$ cat config.mk
export PLATFORM = sky130hd
export DESIGN_NAME = sim_time_ctrl
export DESIGN_NICKNAME = d
export VERILOG_FILES = /design/src/rtl/sim_time_ctrl.sv
export SDC_FILE = /design/constraint.sdc
export NUM_CORES = 1
export LEC_CHECK = 0
export BUFFER_PORTS_ARGS = -buffer_cell sky130_fd_sc_hd__buf_2
export CORE_ASPECT_RATIO = 0.9
export CORE_UTILIZATION = 61
export DETAILED_ROUTE_END_ITERATION = 10
export PLACE_DENSITY_LB_ADDON = 0.05
export SLEW_MARGIN = 40
export SYNTH_ARGS = -nofsm -noshare
export SYNTH_HDL_FRONTEND = slang
export SYNTH_SLANG_ARGS = --single-unit
$ cat constraint.sdc
create_clock -name clk -period 4.51 [get_ports clk]
set_input_delay 1.1275 -clock clk [delete_from_list [all_inputs] [get_ports clk]]
set_output_delay 1.1275 -clock clk [all_outputs]
set_load 0.01 [all_outputs]
$ cat src/rtl/sim_time_ctrl.sv
// Simulation-time pacing stage: issues one step_start per solver timestep,
// holds each step to a fixed cycle budget and flags steps whose solver overran it.
module sim_time_ctrl #(
  parameter int unsigned TIME_W      = 32,
  parameter int unsigned TIME_INC    = 1,
  parameter int unsigned T_END       = 1000000,
  parameter int unsigned STEP_CYCLES = 64,
  parameter int unsigned OVR_W       = 16
) (
  input  logic              clk,
  input  logic              rst,
  input  logic              start,
  input  logic              pause,
  input  logic              solver_done,
  output logic [TIME_W-1:0] sim_time,
  output logic              step_start,
  output logic              running,
  output logic              finished,
  output logic              overrun,
  output logic [OVR_W-1:0]  overrun_cnt
);

  localparam int unsigned CNT_W = (STEP_CYCLES > 2) ? $clog2(STEP_CYCLES) : 1;
  localparam logic [CNT_W-1:0]  CNT_MAX   = CNT_W'(STEP_CYCLES - 1);
  localparam logic [TIME_W-1:0] TIME_STEP = TIME_W'(TIME_INC);
  // Once sim_time reaches this value another increment would pass T_END.
  localparam logic [TIME_W-1:0] TIME_LAST = TIME_W'(T_END - TIME_INC + 1);
  localparam logic [OVR_W-1:0]  OVR_MAX   = '1;

  typedef enum logic [1:0] {S_IDLE, S_WAIT, S_HOLD, S_DONE} state_e;

  state_e             state_q, state_d;
  logic [TIME_W-1:0]  sim_time_q, sim_time_d;
  logic               step_start_q, step_start_d;
  logic               running_q, running_d;
  logic               finished_q, finished_d;
  logic               overrun_q, overrun_d;
  logic [OVR_W-1:0]   overrun_cnt_q, overrun_cnt_d;
  logic [CNT_W-1:0]   cnt_q, cnt_d;
  logic               done_seen_q, done_seen_d;
  logic               ovr_flag_q, ovr_flag_d;
  logic               done_now;
  logic               at_max;

  // A completion pulse coincident with the step launch belongs to no step.
  assign done_now = solver_done && !step_start_q;
  assign at_max   = (cnt_q == CNT_MAX);

  always_comb begin
    state_d       = state_q;
    sim_time_d    = sim_time_q;
    step_start_d  = 1'b0;
    running_d     = running_q;
    finished_d    = finished_q;
    overrun_d     = overrun_q;
    overrun_cnt_d = overrun_cnt_q;
    cnt_d         = cnt_q;
    done_seen_d   = done_seen_q;
    ovr_flag_d    = ovr_flag_q;

    case (state_q)
      S_IDLE, S_DONE: begin
        if (start) begin
          state_d       = S_WAIT;
          sim_time_d    = '0;
          step_start_d  = 1'b1;
          running_d     = 1'b1;
          finished_d    = 1'b0;
          overrun_d     = 1'b0;
          overrun_cnt_d = '0;
          cnt_d         = '0;
          done_seen_d   = 1'b0;
          ovr_flag_d    = 1'b0;
        end
      end
      S_WAIT: begin
        if (!at_max) cnt_d = cnt_q + CNT_W'(1);
        if (done_now) done_seen_d = 1'b1;
        if (at_max && (done_seen_q || done_now)) begin
          if (sim_time_q >= TIME_LAST) begin
            state_d    = S_DONE;
            running_d  = 1'b0;
            finished_d = 1'b1;
          end else if (pause) begin
            state_d = S_HOLD;
          end else begin
            sim_time_d   = sim_time_q + TIME_STEP;
            step_start_d = 1'b1;
            cnt_d        = '0;
            done_seen_d  = 1'b0;
            ovr_flag_d   = 1'b0;
          end
        end else if (at_max && !ovr_flag_q) begin
          // Budget exhausted without a completion: account once per step.
          overrun_d  = 1'b1;
          ovr_flag_d = 1'b1;
          if (overrun_cnt_q != OVR_MAX) overrun_cnt_d = overrun_cnt_q + OVR_W'(1);
        end
      end
      S_HOLD: begin
        if (!pause) begin
          state_d      = S_WAIT;
          sim_time_d   = sim_time_q + TIME_STEP;
          step_start_d = 1'b1;
          cnt_d        = '0;
          done_seen_d  = 1'b0;
          ovr_flag_d   = 1'b0;
        end
      end
      default: state_d = S_IDLE;
    endcase
  end

  always_ff @(posedge clk or posedge rst) begin
    if (rst) begin
      state_q       <= S_IDLE;
      sim_time_q    <= '0;
      step_start_q  <= 1'b0;
      running_q     <= 1'b0;
      finished_q    <= 1'b0;
      overrun_q     <= 1'b0;
      overrun_cnt_q <= '0;
      cnt_q         <= '0;
      done_seen_q   <= 1'b0;
      ovr_flag_q    <= 1'b0;
    end else begin
      state_q       <= state_d;
      sim_time_q    <= sim_time_d;
      step_start_q  <= step_start_d;
      running_q     <= running_d;
      finished_q    <= finished_d;
      overrun_q     <= overrun_d;
      overrun_cnt_q <= overrun_cnt_d;
      cnt_q         <= cnt_d;
      done_seen_q   <= done_seen_d;
      ovr_flag_q    <= ovr_flag_d;
    end
  end

  assign sim_time    = sim_time_q;
  assign step_start  = step_start_q;
  assign running     = running_q;
  assign finished    = finished_q;
  assign overrun     = overrun_q;
  assign overrun_cnt = overrun_cnt_q;

endmodule
## Word-level counts from Yosys, hierarchy flattened

Cells that the tools add are included.

| storage, ports and cells | value |
|---|---|
| register bits after elaboration | 62 |
| input bits | 5 |
| word-level logic and storage cells | 95 |

| cells by class | value |
|---|---|
| add/sub/neg operators | 3 |
| order comparisons | 1 |
| equal/unequal tests | 16 |
| multiplexer cells | 49 |
| reduce and logical (&&, ||, !) cells | 16 |

Operators with widths:

| cell | count |
|---|---|
| 32-bit 2-to-1 mux | 4 |
| 32-bit case mux with 3 select lines | 1 |
| 16-bit 2-to-1 mux | 4 |
| 6-bit 2-to-1 mux | 6 |
| 32-bit by 1-bit adder with 32-bit output, second input constant | 1 |
| 32-bit by 20-bit >= comparator with 1-bit output, second input constant | 1 |
| 16-bit case mux with 2 select lines | 1 |
| 1-bit 2-to-1 mux | 20 |
| 6-bit case mux with 3 select lines | 1 |
| 16-bit by 1-bit adder with 16-bit output, second input constant | 1 |
| 16-bit != test, second input constant | 1 |
| 2-bit != test, second input constant | 8 |
| 4-bit AND reduction | 3 |
| 2-bit 2-to-1 mux | 5 |
| 3-bit != test, second input constant | 3 |
| 1-bit case mux with 3 select lines | 3 |
| 6-bit by 1-bit adder with 6-bit output, second input constant | 1 |
| 6-bit equality test, second input constant | 1 |
| 1-bit case mux with 2 select lines | 3 |
| 2-bit case mux with 3 select lines | 1 |
| 3-bit AND reduction | 2 |
| 5-bit AND reduction | 1 |
| 2-bit equality test, second input constant | 2 |
| 1-bit logical AND | 3 |
| other kinds (7) | 8 |

## Depth between registers and ports, before layout

| logic depth | value |
|---|---|
| depth in word-level cells | 7 |
| gate-level depth with buffers | 8 |

## Worst setup path before layout

No wires, ideal clock.

| timing path | value |
|---|---|
| kind | input -> register |
| start | input port solver_done |
| end | register cnt_q[0] |
| setup time | 0.125 ns |
| arrival | 2.610 ns |
| required time | 4.385 ns |
| setup slack | 1.775 ns |
| stages on the path | 6 |
| buffers on the path | 0 |
| path through | nor2b_1 o2111ai_1 or4_4 and3_4 a21o_1 mux2_2 |

| on the way | value |
|---|---|
| longest elaborated chain between the ends | 5 |

RTL lines:

| what | RTL line | source |
|---|---|---|
| start, declared | 14 | `input logic solver_done,` |
| 1-bit logical AND | 46 | `assign done_now = solver_done && !step_start_q;` |
| 1-bit logical OR | 79 | `if (at_max && (done_seen_q \|\| done_now)) begin` |
| 1-bit logical AND | 79 |  |
| 6-bit 2-to-1 mux | 79 |  |
| 6-bit case mux with 3 select lines | 61 | `case (state_q)` |
| end signal, assigned | 134 | `cnt_q <= cnt_d;` |
| end, declared | 39 | `logic [CNT_W-1:0] cnt_q, cnt_d;` |

No other way between the ends.
A chain may end at the register's enable or synchronous reset.

## Worst setup path in the final report

| timing path | value |
|---|---|
| start | register cnt_q[0] |
| end | register overrun_cnt_q[11] (netlist: overrun_cnt[11]) |

| on the way | value |
|---|---|
| longest elaborated chain between the ends | 4 |

RTL lines:

| what | RTL line | source |
|---|---|---|
| 6-bit equality test * | 47 | `assign at_max = (cnt_q == CNT_MAX);` |
| 1-bit logical AND, on equally long branches | 93, 79 |  |
| 2-bit != test (no source line) | -- |  |
| 5-bit AND reduction (no source line) * | -- |  |
| end signal, assigned | 133 | `overrun_cnt_q <= overrun_cnt_d;` |
| end, declared | 38 | `logic [OVR_W-1:0] overrun_cnt_q, overrun_cnt_d;` |

Every way passes the cells marked *; elsewhere a longest branch is shown, timed or not.

==> results.tsv <==
stage	metric	value	unit
clock_network	post-cts-setup-buffers	0	
logic_synthesis	syn_area_per_cell	8.869	um^2
die	dieArea	0.006229	mm^2
setup_path	critPathRequiredTime	4.75	ns
timing	rsz0062_at_grt	no	
timing	fmax	0.3573	GHz
die	die_y	74.98	um
global_routing	antenna_found_initial	0	
job	maxCapViolations	0	
timing	finalHoldViolations	0	
logic_synthesis	syn_inst	407	
timing	fin_skew	0.01015	ns
timing	setup_tns	0	ns
logic_synthesis	synth.yosys.seq_area_share	0.4298	
clock_network	clkTransAtPathRegs	0.07	ns
logic_synthesis	async_flop_share	1.000	
die	core-area	0.005693	mm^2
detailed_routing	wl_met3	510	um
detailed_routing	highest_layer	met4	
placement	dpl.hpwl	5705	um
clock_network	cts_resized	0	
global_routing	grt_pass1_vias	3060	
placement	gp_congestion	0.8312	
die	die_w	83.09	um
logic_synthesis	yosysWarnings	0	
setup_path	cp_max_fo	13	
clock_network	tritoncts	yes	
timing	slew_viol_final	0	
logic_synthesis	syn-num-nets	418	
detailed_routing	wl_per_cell	16.14	um
timing	setup_violations	0	
clock_network	clkLatencyLatePin	0.35	ns
detailed_routing	met1_length	3747	um
detailed_routing	drc	0	
finish	fin_area	0.004094	mm^2
detailed_routing	wl_met2	4246	um
clock_network	clock_sinks	62	
finish	drive_gt1_frac	0.2117	
logic_synthesis	synth_top_area_frac	0.4298	
logic_synthesis	yosysTopAreaCell	dfrtp_1	
die	num_rows	26	
setup_path	crit_type	reg -> reg	
timing	worst_pin_slew	0.7625	ns
die	start_util	0.6341	
clock_network	clockBufferDepth	2	
clock_network	hold_buffers	0	
timing	period_share	0.6205	
setup_path	reg2reg_from	cnt_q[0]	
logic_synthesis	synthDistinctLibCells	49	
timing	period_needed	2.798	ns
setup_path	cp-end-kind	register	
logic_synthesis	synth-edff-count	0	
placement	place_area	0.003921	mm^2
setup_path	reg2regPathDepth	7	
worst_hold_path	min_path_cells	2	
finish	n_fill_cell	451	
detailed_routing	initialDrtViolationCount	263	
logic_synthesis	synth_flop_cell	dfrtp_1	
global_routing	grt_pass1_wl	14150	um
global_routing	grtUsageTotal	0.2859	
power_and_ir_drop	p_leak	0.001870	uW
outcome	status	finished, final reports clean	
placement	placedCellCount	517	
finish	postLayoutCoreUtil	0.7191	
finish	final_nets	469	
setup_path	start_kind	register	
detailed_routing	viasPerCell	6.366	
global_routing	grt_max_degree	47	
placement	portBuffers	56	
global_routing	gr-total-overflow	0	
worst_hold_path	min_from	overrun	
logic_synthesis	netlist_area	0.003610	mm^2
logic_synthesis	synth_area_leaders	dfrtp_1 (43%), o21ai_0 (7.2%), a21oi_1 (4.0%)	
finish	antenna_cells	0	
clock_network	cts_root_buf	clkbuf_8	
setup_path	worst_ep_arrival_time	3.04	ns
detailed_routing	vias	3393	
detailed_routing	detail_route.first_pass.iterations	7	
finish	final_cells	533	
detailed_routing	routed_wl	8604	um
die	ioPinCount	57	
clock_network	numCtsBuffers	9	
clock_network	h-tree-depth	3	
worst_hold_path	hp-class	reg -> reg	
timing	whs	0.5009	ns
setup_path	critPathLaunch	cnt_q[0]	
detailed_routing	ant_nets	0	
power_and_ir_drop	power_density	493.2	mW/mm^2
finish	synthToLayoutAreaGrowth	13.41	%
timing	slew_headroom	0.4917	
logic_synthesis	ys_ff_latch	62	
power_and_ir_drop	ir_drop	0.0003312	V
per-stage QoR:
step	setup WS, ns	total power, uW
finish	1.712	2019
CTS	1.720	2013
global placement	1.458	1547
detailed placement	1.351	1573
floorplan	1.775	1354
global route	1.484	2161
synth_stat cells, types with 3 or more instances:
cell type / count
a21oi_1: 29
a22o_1: 3
a31o_2: 3
a31oi_1: 12
and2_1: 3
and3_1: 14
and4_1: 5
buf_2: 5
clkbuf_1: 14
dfrtp_1: 62
ha_1: 6
inv_1: 17
mux2_2: 3
nand2_1: 28
nand2b_1: 4
nand3_1: 18
nand3b_1: 5
nand4_1: 22
nor2_1: 30
nor2b_1: 5
nor3_1: 3
nor4_1: 3
nor4_2: 9
o211ai_1: 3
o21ai_0: 52
o31ai_1: 12
xnor2_1: 10
cell families after synthesis:
kind of cell | Yosys count | share of synthesized area
buf+inv | 38 | 0.04437
compound gates | 126 | 0.2069
simple gates | 162 | 0.2645
xor+xnor | 10 | 0.02426
mux | 3 | 0.009358
flops | 62 | 0.4298
fa+ha+maj | 6 | 0.02080
final timing paths:
check,slack (ns),end
worst max-delay path,1.71,overrun_cnt[11]
worst min-delay path,0.50,overrun
worst max register to register,1.71,overrun_cnt[11]
worst min register to register,0.50,overrun
max in group asynchronous,2.99,sim_time[3]
min in group asynchronous,0.84,cnt_q[3]
routing by layer:
metal  track usage  vias to the layer above
met2        0.4945                      127
met5             0                        -
met4        0.1111                        0
met3       0.06031                        9
met1        0.3600                     1634
li1              -                     1623
report_power, final:
group,switching [uW],internal (uW),leakage (uW)
combinational,622,291,0.000940
clock,230,212,0.0000861
sequential,52.8,610,0.000844
final cells by class:
cell class,instances,area [um^2],share of cell area
Sequential cell,62,1551,0.3790
Clock buffer,12,145.1,0.03545
Clock inverter,4,22.52,0.005501
Timing Repair Buffer,61,317.8,0.07763
Tap cell,70,87.58,0.02139
Inverter,17,66.31,0.01620
Multi-Input combinational cell,307,1903,0.4649
cell usage in the layout (no fill, tap or decap), types with 4 or more instances in the layout:
master	count
nor4_2	9
nor2_1	30
clkbuf_8	10
o21ai_0	51
a21oi_1	29
nand3b_1	5
nand2_1	28
buf_4	5
and4_1	5
dfrtp_1	62
nor2b_1	5
a31oi_1	12
buf_2	56
o31ai_1	12
nand3_1	18
nand2b_1	4
xnor2_1	10
and3_1	14
inv_1	16
nand4_1	22
ha_1	6
worst max-delay path, cell delays in order (launching register included):
cell and delay [ns]:
dfrtp_1 0.38, ha_1 0.19, and3_1 0.27, nand3_1 0.23, o41a_1 0.69, nor4_2 0.64
a31o_2 0.23, a21oi_1 0.05
registers in the layout, summed over array words and instances, names as in the netlist:
| register | cells |
|---|---|
| overrun_cnt | 16 |
| ovr_flag_q | 1 |
| sim_time | 32 |
| step_start | 1 |
| done_seen_q | 1 |
| running | 1 |
| finished | 1 |
| cnt_q | 6 |
| overrun | 1 |
| state_q | 2 |
(Power assumes the default switching activity.)
